===== src/rtl/sti_deser_if.sv =====
// Serial-in / word-out bundle for sti_deser.
// The slave side is the deserializer; the master side is the serializer and the word consumer.
interface sti_deser_if #(
    parameter int CNT_W = 16
);
    logic             si_data;
    logic             si_valid;
    logic [1:0]       cfg_length;
    logic             cfg_msb;
    logic [31:0]      word_data;
    logic [1:0]       word_len;
    logic             word_valid;
    logic             word_ready;
    logic             frame_err;
    logic             overflow;
    logic [CNT_W-1:0] word_count;

    modport master (
        output si_data, si_valid, cfg_length, cfg_msb, word_ready,
        input  word_data, word_len, word_valid, frame_err, overflow, word_count
    );

    modport slave (
        input  si_data, si_valid, cfg_length, cfg_msb, word_ready,
        output word_data, word_len, word_valid, frame_err, overflow, word_count
    );
endinterface


===== src/rtl/sti_deser.sv =====
// Rebuilds 8/16/24/32-bit serial frames into right-justified words behind a small valid/ready FIFO.
// Defining STI_DESER_CNT_EN adds the completed-word counter; otherwise word_count is tied to 0.
module sti_deser #(
    parameter int FIFO_DEPTH = 4,
    parameter int CNT_W      = 16
) (
    input  logic       clk,
    input  logic       reset,
    sti_deser_if.slave bus
);
    localparam int            AW       = $clog2(FIFO_DEPTH);
    localparam logic [AW:0]   OCC_ONE  = 1;
    localparam logic [AW:0]   OCC_FULL = FIFO_DEPTH[AW:0];
    localparam logic [AW-1:0] PTR_ONE  = 1;

    typedef enum logic {ST_IDLE, ST_SHIFT} state_e;

    state_e        state_q, state_d;
    logic [5:0]    cnt_q, cnt_d;
    logic [31:0]   shift_q, shift_d;
    logic [1:0]    len_q, len_d;
    logic          msb_q, msb_d;
    logic          frame_err_q, frame_err_d;
    logic [5:0]    frame_bits;
    logic [31:0]   shift_in;
    logic          push;

    logic [31:0]   mem_dat_q [FIFO_DEPTH];
    logic [1:0]    mem_len_q [FIFO_DEPTH];
    logic [AW-1:0] wr_ptr_q, wr_ptr_d;
    logic [AW-1:0] rd_ptr_q, rd_ptr_d;
    logic [AW:0]   occ_q, occ_d;
    logic          overflow_q, overflow_d;
    logic          fifo_empty, fifo_full, pop, push_ok;

    // MSB-first shifts toward the top so bit k ends at N-1-k; LSB-first drops bit k at index k.
    always_comb begin
        frame_bits = {1'b0, len_q, 3'b000} + 6'd8;
        shift_in   = msb_q ? {shift_q[30:0], bus.si_data}
                           : (shift_q | (32'(bus.si_data) << cnt_q[4:0]));
    end

    always_comb begin
        state_d     = state_q;
        cnt_d       = cnt_q;
        shift_d     = shift_q;
        len_d       = len_q;
        msb_d       = msb_q;
        frame_err_d = 1'b0;
        push        = 1'b0;
        unique case (state_q)
            ST_IDLE: begin
                if (bus.si_valid) begin
                    len_d   = bus.cfg_length;
                    msb_d   = bus.cfg_msb;
                    shift_d = {31'b0, bus.si_data};
                    cnt_d   = 6'd1;
                    state_d = ST_SHIFT;
                end
            end
            ST_SHIFT: begin
                if (bus.si_valid) begin
                    if (cnt_q + 6'd1 == frame_bits) begin
                        // count 0 in SHIFT means "between words": a following bit reuses the latched config
                        push    = 1'b1;
                        shift_d = '0;
                        cnt_d   = '0;
                    end else begin
                        shift_d = shift_in;
                        cnt_d   = cnt_q + 6'd1;
                    end
                end else begin
                    frame_err_d = (cnt_q != 6'd0);
                    shift_d     = '0;
                    cnt_d       = '0;
                    state_d     = ST_IDLE;
                end
            end
            default: state_d = ST_IDLE;
        endcase
    end

    assign fifo_empty = (occ_q == '0);
    assign fifo_full  = (occ_q == OCC_FULL);
    assign pop        = bus.word_ready && !fifo_empty;
    assign push_ok    = push && (!fifo_full || pop);

    always_comb begin
        wr_ptr_d   = push_ok ? wr_ptr_q + PTR_ONE : wr_ptr_q;
        rd_ptr_d   = pop ? rd_ptr_q + PTR_ONE : rd_ptr_q;
        overflow_d = overflow_q || (push && !push_ok);
        occ_d      = occ_q;
        if (push_ok && !pop) begin
            occ_d = occ_q + OCC_ONE;
        end else if (pop && !push_ok) begin
            occ_d = occ_q - OCC_ONE;
        end
    end

    always_ff @(posedge clk) begin
        if (reset) begin
            state_q     <= ST_IDLE;
            cnt_q       <= '0;
            shift_q     <= '0;
            len_q       <= '0;
            msb_q       <= 1'b0;
            frame_err_q <= 1'b0;
            wr_ptr_q    <= '0;
            rd_ptr_q    <= '0;
            occ_q       <= '0;
            overflow_q  <= 1'b0;
            for (int i = 0; i < FIFO_DEPTH; i++) begin
                mem_dat_q[i] <= '0;
                mem_len_q[i] <= '0;
            end
        end else begin
            state_q     <= state_d;
            cnt_q       <= cnt_d;
            shift_q     <= shift_d;
            len_q       <= len_d;
            msb_q       <= msb_d;
            frame_err_q <= frame_err_d;
            wr_ptr_q    <= wr_ptr_d;
            rd_ptr_q    <= rd_ptr_d;
            occ_q       <= occ_d;
            overflow_q  <= overflow_d;
            if (push_ok) begin
                mem_dat_q[wr_ptr_q] <= shift_in;
                mem_len_q[wr_ptr_q] <= len_q;
            end
        end
    end

    assign bus.word_data  = mem_dat_q[rd_ptr_q];
    assign bus.word_len   = mem_len_q[rd_ptr_q];
    assign bus.word_valid = !fifo_empty;
    assign bus.frame_err  = frame_err_q;
    assign bus.overflow   = overflow_q;

`ifdef STI_DESER_CNT_EN
    localparam logic [CNT_W-1:0] CNT_ONE = 1;
    logic [CNT_W-1:0] word_cnt_q, word_cnt_d;

    assign word_cnt_d = push_ok ? word_cnt_q + CNT_ONE : word_cnt_q;

    always_ff @(posedge clk) begin
        if (reset) begin
            word_cnt_q <= '0;
        end else begin
            word_cnt_q <= word_cnt_d;
        end
    end

    assign bus.word_count = word_cnt_q;
`else
    assign bus.word_count = '0;
`endif
endmodule


===== src/flat_wrapper.sv =====
// flat-port wrapper written by rule: the top's interface ports become plain ports
module sti_deser_flat 
#(
    parameter int FIFO_DEPTH = 4,
    parameter int CNT_W      = 16
)
  (clk, reset, bus_si_data, bus_si_valid, bus_cfg_length, bus_cfg_msb, bus_word_ready, bus_word_data, bus_word_len, bus_word_valid, bus_frame_err, bus_overflow, bus_word_count);
  sti_deser_if #(.CNT_W(CNT_W)) bus_i ();
  input  logic clk;
  input  logic reset;
  input wire logic [$bits(bus_i.si_data)-1:0] bus_si_data;
  input wire logic [$bits(bus_i.si_valid)-1:0] bus_si_valid;
  input wire logic [$bits(bus_i.cfg_length)-1:0] bus_cfg_length;
  input wire logic [$bits(bus_i.cfg_msb)-1:0] bus_cfg_msb;
  input wire logic [$bits(bus_i.word_ready)-1:0] bus_word_ready;
  output wire logic [$bits(bus_i.word_data)-1:0] bus_word_data;
  output wire logic [$bits(bus_i.word_len)-1:0] bus_word_len;
  output wire logic [$bits(bus_i.word_valid)-1:0] bus_word_valid;
  output wire logic [$bits(bus_i.frame_err)-1:0] bus_frame_err;
  output wire logic [$bits(bus_i.overflow)-1:0] bus_overflow;
  output wire logic [$bits(bus_i.word_count)-1:0] bus_word_count;
  assign bus_i.si_data = bus_si_data;
  assign bus_i.si_valid = bus_si_valid;
  assign bus_i.cfg_length = bus_cfg_length;
  assign bus_i.cfg_msb = bus_cfg_msb;
  assign bus_i.word_ready = bus_word_ready;
  assign bus_word_data = bus_i.word_data;
  assign bus_word_len = bus_i.word_len;
  assign bus_word_valid = bus_i.word_valid;
  assign bus_frame_err = bus_i.frame_err;
  assign bus_overflow = bus_i.overflow;
  assign bus_word_count = bus_i.word_count;
  sti_deser #(.FIFO_DEPTH(FIFO_DEPTH), .CNT_W(CNT_W)) u_core (.clk(clk), .reset(reset), .bus(bus_i));
endmodule

===== config.mk =====
export PLATFORM = sky130hd
export DESIGN_NAME = sti_deser_flat
export DESIGN_NICKNAME = d
export VERILOG_FILES = /design/src/rtl/sti_deser_if.sv /design/src/rtl/sti_deser.sv /design/src/flat_wrapper.sv
export SDC_FILE = /design/constraint.sdc
export NUM_CORES = 1
export LEC_CHECK = 0
export ABC_CLOCK_PERIOD_IN_PS = 7900
export CELL_PAD_IN_SITES_DETAIL_PLACEMENT = 1
export CELL_PAD_IN_SITES_GLOBAL_PLACEMENT = 2
export CORE_UTILIZATION = 43
export CTS_CLUSTER_DIAMETER = 60
export CTS_CLUSTER_SIZE = 8
export DETAILED_ROUTE_END_ITERATION = 8
export PLACE_DENSITY_LB_ADDON = 0.1
export SYNTH_ARGS = -nofsm -noshare
export SYNTH_HDL_FRONTEND = slang
export SYNTH_SLANG_ARGS = --single-unit

===== constraint.sdc =====
create_clock -name clk -period 7.9 [get_ports clk]
set_input_delay 1.58 -clock clk [delete_from_list [all_inputs] [get_ports clk]]
set_output_delay 1.58 -clock clk [all_outputs]
set_load 0.01 [all_outputs]

==> results of run 1 <==
-- cell usage in the layout (no fill, tap or decap), types with 2 or more instances in the layout --
master	instances
sky130_fd_sc_hd__and4b_1	5
sky130_fd_sc_hd__ha_1	4
sky130_fd_sc_hd__a31o_2	2
sky130_fd_sc_hd__dfxtp_1	51
sky130_fd_sc_hd__o211ai_1	35
sky130_fd_sc_hd__inv_6	4
sky130_fd_sc_hd__dfxtp_2	2
sky130_fd_sc_hd__bufinv_16	2
sky130_fd_sc_hd__nor4bb_1	2
sky130_fd_sc_hd__conb_1	16
sky130_fd_sc_hd__nor2_1	112
sky130_fd_sc_hd__xor2_1	6
sky130_fd_sc_hd__mux2i_1	4
sky130_fd_sc_hd__xnor2_1	2
sky130_fd_sc_hd__clkbuf_16	17
sky130_fd_sc_hd__nor2_2	30
sky130_fd_sc_hd__inv_1	8
sky130_fd_sc_hd__nor3b_1	2
sky130_fd_sc_hd__and2_1	3
sky130_fd_sc_hd__nor4b_1	6
sky130_fd_sc_hd__nand3_1	6
sky130_fd_sc_hd__o21bai_4	2
sky130_fd_sc_hd__nor3_1	4
sky130_fd_sc_hd__a21oi_1	73
sky130_fd_sc_hd__nor2b_1	4
sky130_fd_sc_hd__or3_1	3
sky130_fd_sc_hd__o21a_1	31
sky130_fd_sc_hd__a211oi_1	2
sky130_fd_sc_hd__clkdlybuf4s50_1	43
sky130_fd_sc_hd__inv_8	2
sky130_fd_sc_hd__buf_4	15
sky130_fd_sc_hd__clkinvlp_4	4
sky130_fd_sc_hd__o21ai_0	36
sky130_fd_sc_hd__nand2_1	75
sky130_fd_sc_hd__edfxtp_1	136
sky130_fd_sc_hd__nand4_1	2
sky130_fd_sc_hd__mux4_2	34
sky130_fd_sc_hd__and3_1	4
sky130_fd_sc_hd__a21o_1	2
-- per-stage QoR --
stage	instances	utilization, %	hold slack [ns]
finish	1083	49.78	0.4543
global route	1083	49.78	0.4916
CTS	1083	49.78	0.4613
detailed placement	1051	46.89	0.4441
global placement	1051	46.89	0.4390
floorplan	802	-	0.4361
-- routing by layer --
layer / vias to the layer above / share of wire (%) / GRT usage, %
met5: - / 0 / 0
met4: 0 / 1.6 / 8.021
met3: 29 / 2.3 / 3.000
met2: 100 / 53 / 41.26
met1: 3122 / 43 / 29.46
li1: 2863 / - / -
-- sequential cells by signal (all words and copies together) (netlist names), named ones only --
register / cells
u_core.bus.frame_err: 1
u_core.bus.overflow: 1
u_core.cnt_q: 6
u_core.len_q: 2
u_core.mem_dat_q: 128
u_core.mem_len_q: 8
u_core.msb_q: 1
u_core.occ_q: 3
u_core.rd_ptr_q: 2
u_core.shift_q: 32
u_core.state_q: 1
u_core.wr_ptr_q: 2
-- layout make-up --
type | count | area, um2
clock buffers | 18 | 429.2
clock inverters | 14 | 156.4
fillers | 2150 | 10190
inverters | 8 | 30.03
multi-input cells | 525 | 3456
flip-flops and latches | 189 | 5147
well taps | 270 | 337.8
repair buffers | 59 | 548.0
-- power groups by stage --
stage	combinational, W	clock [W]	sequential, W
after floorplan	0.0000735	0	0.00112
after global placement	0.000111	0	0.00113
after detailed placement	0.000113	0	0.00113
after CTS	0.000113	0.000883	0.00111
after global routing	0.000120	0.000922	0.00111
final	0.000112	0.000868	0.00111
-- worst min path at each step --
stage	startpoint	depth (start not counted)	slack [ns]	to
after floorplan	u_core.shift_q[31]	2	0.44	u_core.shift_q[31]
after global placement	u_core.bus.overflow	2	0.44	u_core.bus.overflow
after detailed placement	u_core.bus.overflow	2	0.44	u_core.bus.overflow
after CTS	u_core.bus.overflow	2	0.46	u_core.bus.overflow
after global routing	u_core.bus.overflow	2	0.49	u_core.bus.overflow
final	u_core.bus.overflow	2	0.45	u_core.bus.overflow
-- kinds of logic (layout without fill, tap and decap cells) --
group                      Yosys count  after routing  synth area share (%)
AOI/OAI and AO/OA                  190            190                 13.01
muxes                               38             38                 9.020
and+or+nand+nor                    268            268                 14.01
buffers and inverters               88             99                 4.762
xor gates and xnor gates             8              8                0.7843
adders and majority gates            5              5                0.7843
other                                1             16               0.04198
DFF                                189            189                 57.59
-- worst min-delay path, stage by stage (launching register included) --
cell and delay (ns):
sky130_fd_sc_hd__dfxtp_1 0.31, sky130_fd_sc_hd__inv_1 0.05, sky130_fd_sc_hd__a21oi_1 0.05
==> tab_implementation.tex, run 1 <==
\begin{tabular}{lr}
\hline
Metric & Value \\
\hline
\multicolumn{2}{l}{\textbf{Run status}} \\
\quad Status & completed \\
\multicolumn{2}{l}{\textbf{Final layout}} \\
\quad Share of cells above drive strength 1 & between 10\% and 20\% \\
\quad Area growth syn-to-layout & 13.11\% \\
\quad Area of all placed cells without fillers & 0.01010 mm2 \\
\quad NumNets Final & 813 \\
\quad Antenna diodes & 0 \\
\multicolumn{2}{l}{\textbf{Placement}} \\
\quad Total of buffers placed on input and output ports & 44 \\
\quad Global placement routability congestion & roughly 0.75 \\
\quad Setup WS pre-CTS & roughly 3.0 ns \\
\quad Final HPWL from detailed placement & roughly 14,000 um \\
\quad Cell Area, Placed & about 0.0095 mm2 \\
\multicolumn{2}{l}{\textbf{Pwr}} \\
\quad Peak ir drop on the vdd network & 0.1360 mV \\
\quad Total design power & 0.002090 W \\
\quad Net switching power & roughly 0.00048 W \\
\quad Clk pwr share & approximately two fifths \\
\quad Static power due to leakage & between 3 and 4 nW \\
\quad Comb power frac & 5.4\% \\
\quad Switching power as a share of total power & $\sim$23\% \\
\quad Part of the power in registers & between 50\% and 60\% \\
\quad Internal & approximately 0.0016 W \\
\quad Pwr/cell area & 206.8 mW/mm2 \\
\multicolumn{2}{l}{\textbf{Setup path}} \\
\quad Crit Reg-Reg Startpoint & u\_core.cnt\_q[3] \\
\quad Buf/Inv on CP & 3 \\
\quad CP peak stage delay & 0.78 ns \\
\quad Biggest fanout along the worst timing path & 19 \\
\quad FF-to-FF setup slack & 4.15 ns \\
\quad Crit-path slowest cell & sky130\_fd\_sc\_hd\_\_a21o\_1 \\
\quad Chain of cells forming the critical path & clkdlybuf4s50\_1, nand2\_1, nor3\_1, nand2\_1, inv\_1, a21o\_1, buf\_4 \\
\quad Worst path top cell family by delay & buffers and inverters \\
\quad Top cell by count, worst path & sky130\_fd\_sc\_hd\_\_nand2\_1 \\
\quad Cell count along the critical path & 7 \\
\quad WS Path Type & in -> reg \\
\quad Crit path capture & u\_core.mem\_dat\_q[0][15] \\
\quad Data required, critical path & approximately 8 ns \\
\quad Worst reg2reg endpoint & u\_core.mem\_dat\_q[0][15] \\
\quad Nature of the critical path startpoint & input pin \\
\quad Reg2Reg Depth & 7 \\
\quad Start point of the critical path & bus\_si\_valid \\
\quad Worst endpoint data arrival time & around 4.5 ns \\
\quad Capturing element type of the critical path & register \\
\multicolumn{2}{l}{\textbf{GRT}} \\
\quad First-pass GRT wire length & 37,750 um \\
\quad Vias in the first global route & 6,692 \\
\quad Maximum number of pins on one net before global-route repair & 96 \\
\quad Overflow after GRT & 0 \\
\quad Global-route total usage across every layer & between 20\% and 30\% \\
\quad Antenna violations before repair & 0 \\
\multicolumn{2}{l}{\textbf{Die}} \\
\quad Die height & between 100 and 150 um \\
\quad Width of the die & approximately 150 um \\
\quad Effective utilization at floorplan & between 40\% and 50\% \\
\quad I/O pin total & between 60 and 70 \\
\quad Standard-cell row count & 52 \\
\quad Floorplan die area & approximately 0.021 mm2 \\
\quad Area of the placeable core & between 0.02 and 0.025 mm2 \\
\multicolumn{2}{l}{\textbf{Synth}} \\
\quad Main synth FF type & sky130\_fd\_sc\_hd\_\_edfxtp\_1 \\
\quad Distinct cell type count of the synthesized netlist & 50 \\
\quad Sequential element share of the synthesized area & roughly 58\% \\
\quad Synth area leader & sky130\_fd\_sc\_hd\_\_edfxtp\_1 \\
\quad Share of flip-flops with an asynchronous set or reset after synthesis & 0\% \\
\quad Most frequent cell after synthesis & sky130\_fd\_sc\_hd\_\_edfxtp\_1 \\
\quad Syn avg cell area & 11.35 um2 \\
\quad Post-Synthesis Cells & 787 \\
\quad Synth top area share & between 40\% and 50\% \\
\quad Post-synthesis register bit count & between 150 and 200 \\
\quad Number of enable-type register cells in the synthesized netlist & $\sim$140 \\
\quad Cell area after synthesis & between 0.008 and 0.009 mm2 \\
\quad Ranking of synthesized cells by area & sky130\_fd\_sc\_hd\_\_edfxtp\_1 46\%, sky130\_fd\_sc\_hd\_\_dfxtp\_1 12\%, sky130\_fd\_sc\_hd\_\_mux4\_2 8.6\% \\
\quad Most common library cells after synthesis & 136 x sky130\_fd\_sc\_hd\_\_edfxtp\_1, 113 x sky130\_fd\_sc\_hd\_\_nor2\_1, 75 x sky130\_fd\_sc\_hd\_\_nand2\_1 \\
\quad Yosys warning total & 0 \\
\multicolumn{2}{l}{\textbf{Clock network}} \\
\quad Insertion delay to the later sink of the worst-skew pair & approximately 0.44 ns \\
\quad \# H-tree levels & 4 \\
\quad Clock tree from TritonCTS & built \\
\quad Number of buffers created by CTS & 17 \\
\quad Number of setup buffers added after CTS & 0 \\
\quad CTS clock-pin slew for the worst setup and hold paths & $\sim$0.070 ns \\
\quad Cts repair resizes & 0 \\
\quad Clock root cell & sky130\_fd\_sc\_hd\_\_clkbuf\_16 \\
\quad Clock sink count & 189 \\
\quad Number of hold-repair buffers added at the cts stage & 0 \\
\quad Maximum clock path buffer count & 2 \\
\multicolumn{2}{l}{\textbf{Detailed routing}} \\
\quad Number of antenna-violating nets in the routed design & 0 \\
\quad Detailed-route via count & around 6,100 \\
\quad DRC errors left & 0 \\
\quad Drt first-iter violations & 406 \\
\quad Wire length after detailed routing & $\sim$23,000 um \\
\quad Pre-Repair DR Iteration Count & 5 \\
\quad Drt wl/cell & 21.59 um \\
\quad Number of vias per cell after detailed routing & around 5.6 \\
\multicolumn{2}{l}{\textbf{STA}} \\
\quad Pins Over Slew Limit & 0 \\
\quad Aggregate negative setup slack & 0 ns \\
\quad Final Hold Violating Endpoints & 0 \\
\quad Worst Skew & $\sim$0.010 ns \\
\quad Worst slew slack as a fraction of its limit & 23.35\% \\
\quad Setup repair after global routing missed its margin & no \\
\quad Worst-Margin Slew & $\sim$1.1 ns \\
\quad Fmax & approximately 0.23 GHz \\
\quad Shortest period the worst path allows & around 4.4 ns \\
\quad Final setup violation count & 0 \\
\quad Final critical-path share of the clock period & a little under three fifths \\
\quad Final worst slack & roughly 3.5 ns \\
\multicolumn{2}{l}{\textbf{Flow run}} \\
\quad Number of max-cap violations & 0 \\
\multicolumn{2}{l}{\textbf{Worst hold path}} \\
\quad Hold crit path type & reg -> reg \\
\hline
\end{tabular}
Note: power is estimated with default switching activity, not from simulation.
==> run 2: changes to the inputs <==
Settings changed: ABC_CLOCK_PERIOD_IN_PS 7900 to 4500, CORE_UTILIZATION 43 to 40.
Clock period 7.9 ns to 4.5 ns, I/O delays scaled along.
==> run 2 against run 1 <==
Net effect: clock power is 75% higher; count of clock-buffer cells in the layout increased by 3; cell count is 1.2% higher; die area grew 7.4%; global-route usage shrank 1.6 points; non-clock buffer count increased by 5; critical path type is now reg -> out.
==> tab_implementation.tex, run 2 (synthesis results as in run 1) <==
\begin{tabular}{lr}
\hline
Metric & Value \\
\hline
\multicolumn{2}{l}{\textbf{Flow run}} \\
\quad Number of max-cap violations & 0 \\
\multicolumn{2}{l}{\textbf{STA}} \\
\quad Aggregate negative setup slack & 0 ns \\
\quad Final setup violation count & 0 \\
\quad Setup repair after global routing missed its margin & no \\
\quad Final worst slack & 0.9335 ns \\
\quad Final critical-path share of the clock period & around 79\% \\
\quad Worst Skew & around 0.015 ns \\
\quad Worst-Margin Slew & 1.050 ns \\
\quad Fmax & between 0.2 and 0.3 GHz \\
\quad Pins Over Slew Limit & 0 \\
\quad Worst slew slack as a fraction of its limit & 28.99\% \\
\quad Shortest period the worst path allows & between 3 and 4 ns \\
\quad Hold Worst Slack & between 0.4 and 0.5 ns \\
\quad Final Hold Violating Endpoints & 0 \\
\multicolumn{2}{l}{\textbf{Final layout}} \\
\quad Area of the multi-input gates & approximately 0.0035 mm2 \\
\quad Top reg by flops & u\_core.mem\_dat\_q \\
\quad Fin cells & between 1,000 and 1,500 \\
\quad Sequential standard cell area & about 0.0051 mm2 \\
\quad Most common cell after layout, fill and taps aside & sky130\_fd\_sc\_hd\_\_edfxtp\_1 \\
\quad Most frequent cells in the layout & 136 x sky130\_fd\_sc\_hd\_\_edfxtp\_1, 112 x sky130\_fd\_sc\_hd\_\_nor2\_1, 75 x sky130\_fd\_sc\_hd\_\_nand2\_1, 73 x sky130\_fd\_sc\_hd\_\_a21oi\_1, 51 x sky130\_fd\_sc\_hd\_\_dfxtp\_1 \\
\quad NumNets Final & 818 \\
\quad Share of cells above drive strength 1 & 15.32\% \\
\quad Fill cells & roughly 2,400 \\
\quad Antenna diodes & 0 \\
\quad Flip-flop count of the largest register, all copies and words added & between 100 and 150 \\
\quad Area growth syn-to-layout & 13.71\% \\
\quad Biggest registers after layout & u\_core.mem\_dat\_q: 128 flops, u\_core.shift\_q: 32 flops, u\_core.mem\_len\_q: 8 flops \\
\multicolumn{2}{l}{\textbf{Setup path}} \\
\quad Crit Reg-Reg Startpoint & u\_core.len\_q[0] \\
\quad WS Path Type & reg -> out \\
\quad Reg2Reg Depth & 12 \\
\quad Data required, critical path & about 3.6 ns \\
\quad Worst endpoint data arrival time & 2.67 ns \\
\quad Nature of the critical path startpoint & register \\
\quad Biggest fanout along the worst timing path & 19 \\
\quad FF-to-FF setup slack & 1.06 ns \\
\quad Worst reg2reg endpoint & u\_core.occ\_q[2] \\
\quad Capturing element type of the critical path & primary output \\
\multicolumn{2}{l}{\textbf{Die}} \\
\quad Die height & about 150 um \\
\quad Effective utilization at floorplan & between 40\% and 50\% \\
\quad Width of the die & between 150 and 200 um \\
\quad Standard-cell row count & 54 \\
\quad Area of the placeable core & $\sim$0.022 mm2 \\
\quad I/O pin total & 61 \\
\quad Floorplan die area & around 0.023 mm2 \\
\multicolumn{2}{l}{\textbf{GRT}} \\
\quad Maximum number of pins on one net before global-route repair & 60 \\
\quad Global-route total usage across every layer & between 20\% and 30\% \\
\quad First-pass GRT wire length & roughly 36,000 um \\
\quad Vias in the first global route & between 6,000 and 7,000 \\
\quad Antenna violations before repair & 0 \\
\quad Overflow after GRT & 0 \\
\multicolumn{2}{l}{\textbf{Placement}} \\
\quad Total of buffers placed on input and output ports & 44 \\
\quad Global placement routability congestion & slightly below 0.8 \\
\quad Final HPWL from detailed placement & approximately 14,000 um \\
\quad Setup WS pre-CTS & roughly 0.55 ns \\
\quad Placed cell count & around 1,100 \\
\multicolumn{2}{l}{\textbf{Detailed routing}} \\
\quad Drt wl/cell & 21.44 um \\
\quad Number of antenna-violating nets in the routed design & 0 \\
\quad Wire length after detailed routing & around 23,000 um \\
\quad Number of vias per cell after detailed routing & roughly 5.6 \\
\quad Drt first-iter violations & around 370 \\
\quad DRC errors left & 0 \\
\quad Detailed-route via count & slightly above 6,000 \\
\quad Pre-Repair DR Iteration Count & 6 \\
\multicolumn{2}{l}{\textbf{Pwr}} \\
\quad Pwr/cell area & about 360 mW/mm2 \\
\quad Total design power & 0.003661 W \\
\quad Peak ir drop on the vdd network & 0.2377 mV \\
\quad Static power due to leakage & about 3.1 nW \\
\multicolumn{2}{l}{\textbf{Worst hold path}} \\
\quad Hold crit path type & reg -> reg \\
\quad Hold Crit Endpoint & u\_core.bus.overflow \\
\quad Hold path depth & 2 \\
\quad Beginning of the worst hold path & u\_core.bus.overflow \\
\multicolumn{2}{l}{\textbf{Clock network}} \\
\quad Cts repair resizes & 0 \\
\quad Number of hold-repair buffers added at the cts stage & 0 \\
\quad Maximum clock path buffer count & 2 \\
\quad Insertion delay to the later sink of the worst-skew pair & between 0.4 and 0.5 ns \\
\quad Number of setup buffers added after CTS & 0 \\
\quad \# H-tree levels & 4 \\
\quad Clock root cell & sky130\_fd\_sc\_hd\_\_clkbuf\_16 \\
\quad Clock sink count & around 190 \\
\quad Clock tree from TritonCTS & built \\
\quad Number of buffers created by CTS & 17 \\
\quad CTS clock-pin slew for the worst setup and hold paths & approximately 0.07 ns \\
\multicolumn{2}{l}{\textbf{Run status}} \\
\quad Status & completed \\
\hline
\end{tabular}
-- run 2: final cells by class --
type | instances | share of cell area [%]
Clock buffer | 21 | 4.533
Clock inverter | 9 | 1.121
Inverter | 8 | 0.2956
Multi-Input combinational cell | 525 | 34.04
Sequential cell | 189 | 50.67
Tap cell | 280 | 3.449
Timing Repair Buffer | 64 | 5.887
-- run 2: report_power, final --
part | leakage [nW] | switching, W | total (W) | internal (W)
combinational | 1.09 | 0.000115 | 0.000190 | 0.0000751
sequential | 1.74 | 0.0000329 | 0.00195 | 0.00192
clock | 0.277 | 0.000671 | 0.00152 | 0.000845
-- run 2: metal layers --
| layer | global-route usage (%) | routed length [um] | vias to the layer above |
|---|---|---|---|
| met1 | 27.79 | 10530 | 3102 |
| li1 | - | - | 2873 |
| met5 | 0 | 0 | - |
| met3 | 3.886 | 698 | 33 |
| met4 | 5.950 | 374 | 0 |
| met2 | 37.44 | 11890 | 104 |
-- run 2: how the worst max path moves through the flow --
stage                       from                      to  slack, ns  cells after the start
floorplan           bus_si_valid  u_core.mem_dat_q[1][0]       0.75                      5
global placement    bus_si_valid         u_core.occ_q[2]       0.68                     11
detailed placement  bus_si_valid         u_core.occ_q[2]       0.55                     11
CTS                     register        bus_word_data[7]       0.85                      3
global route        bus_si_valid         u_core.occ_q[2]       0.73                     11
finish                  register        bus_word_data[7]       0.93                      3
-- run 2: worst max-delay path: stages (launching register included) --
cell and delay, ns:
sky130_fd_sc_hd__dfxtp_2 0.82, sky130_fd_sc_hd__buf_12 0.28, sky130_fd_sc_hd__mux4_2 0.58, sky130_fd_sc_hd__clkdlybuf4s50_1 0.52
-- run 2: through the flow --
step	instance area, um2	utilization, %
floorplan	8990	-
global placement	9584	43.78
detailed placement	9584	43.78
CTS	10160	46.40
global route	10160	46.40
finish	10160	46.40
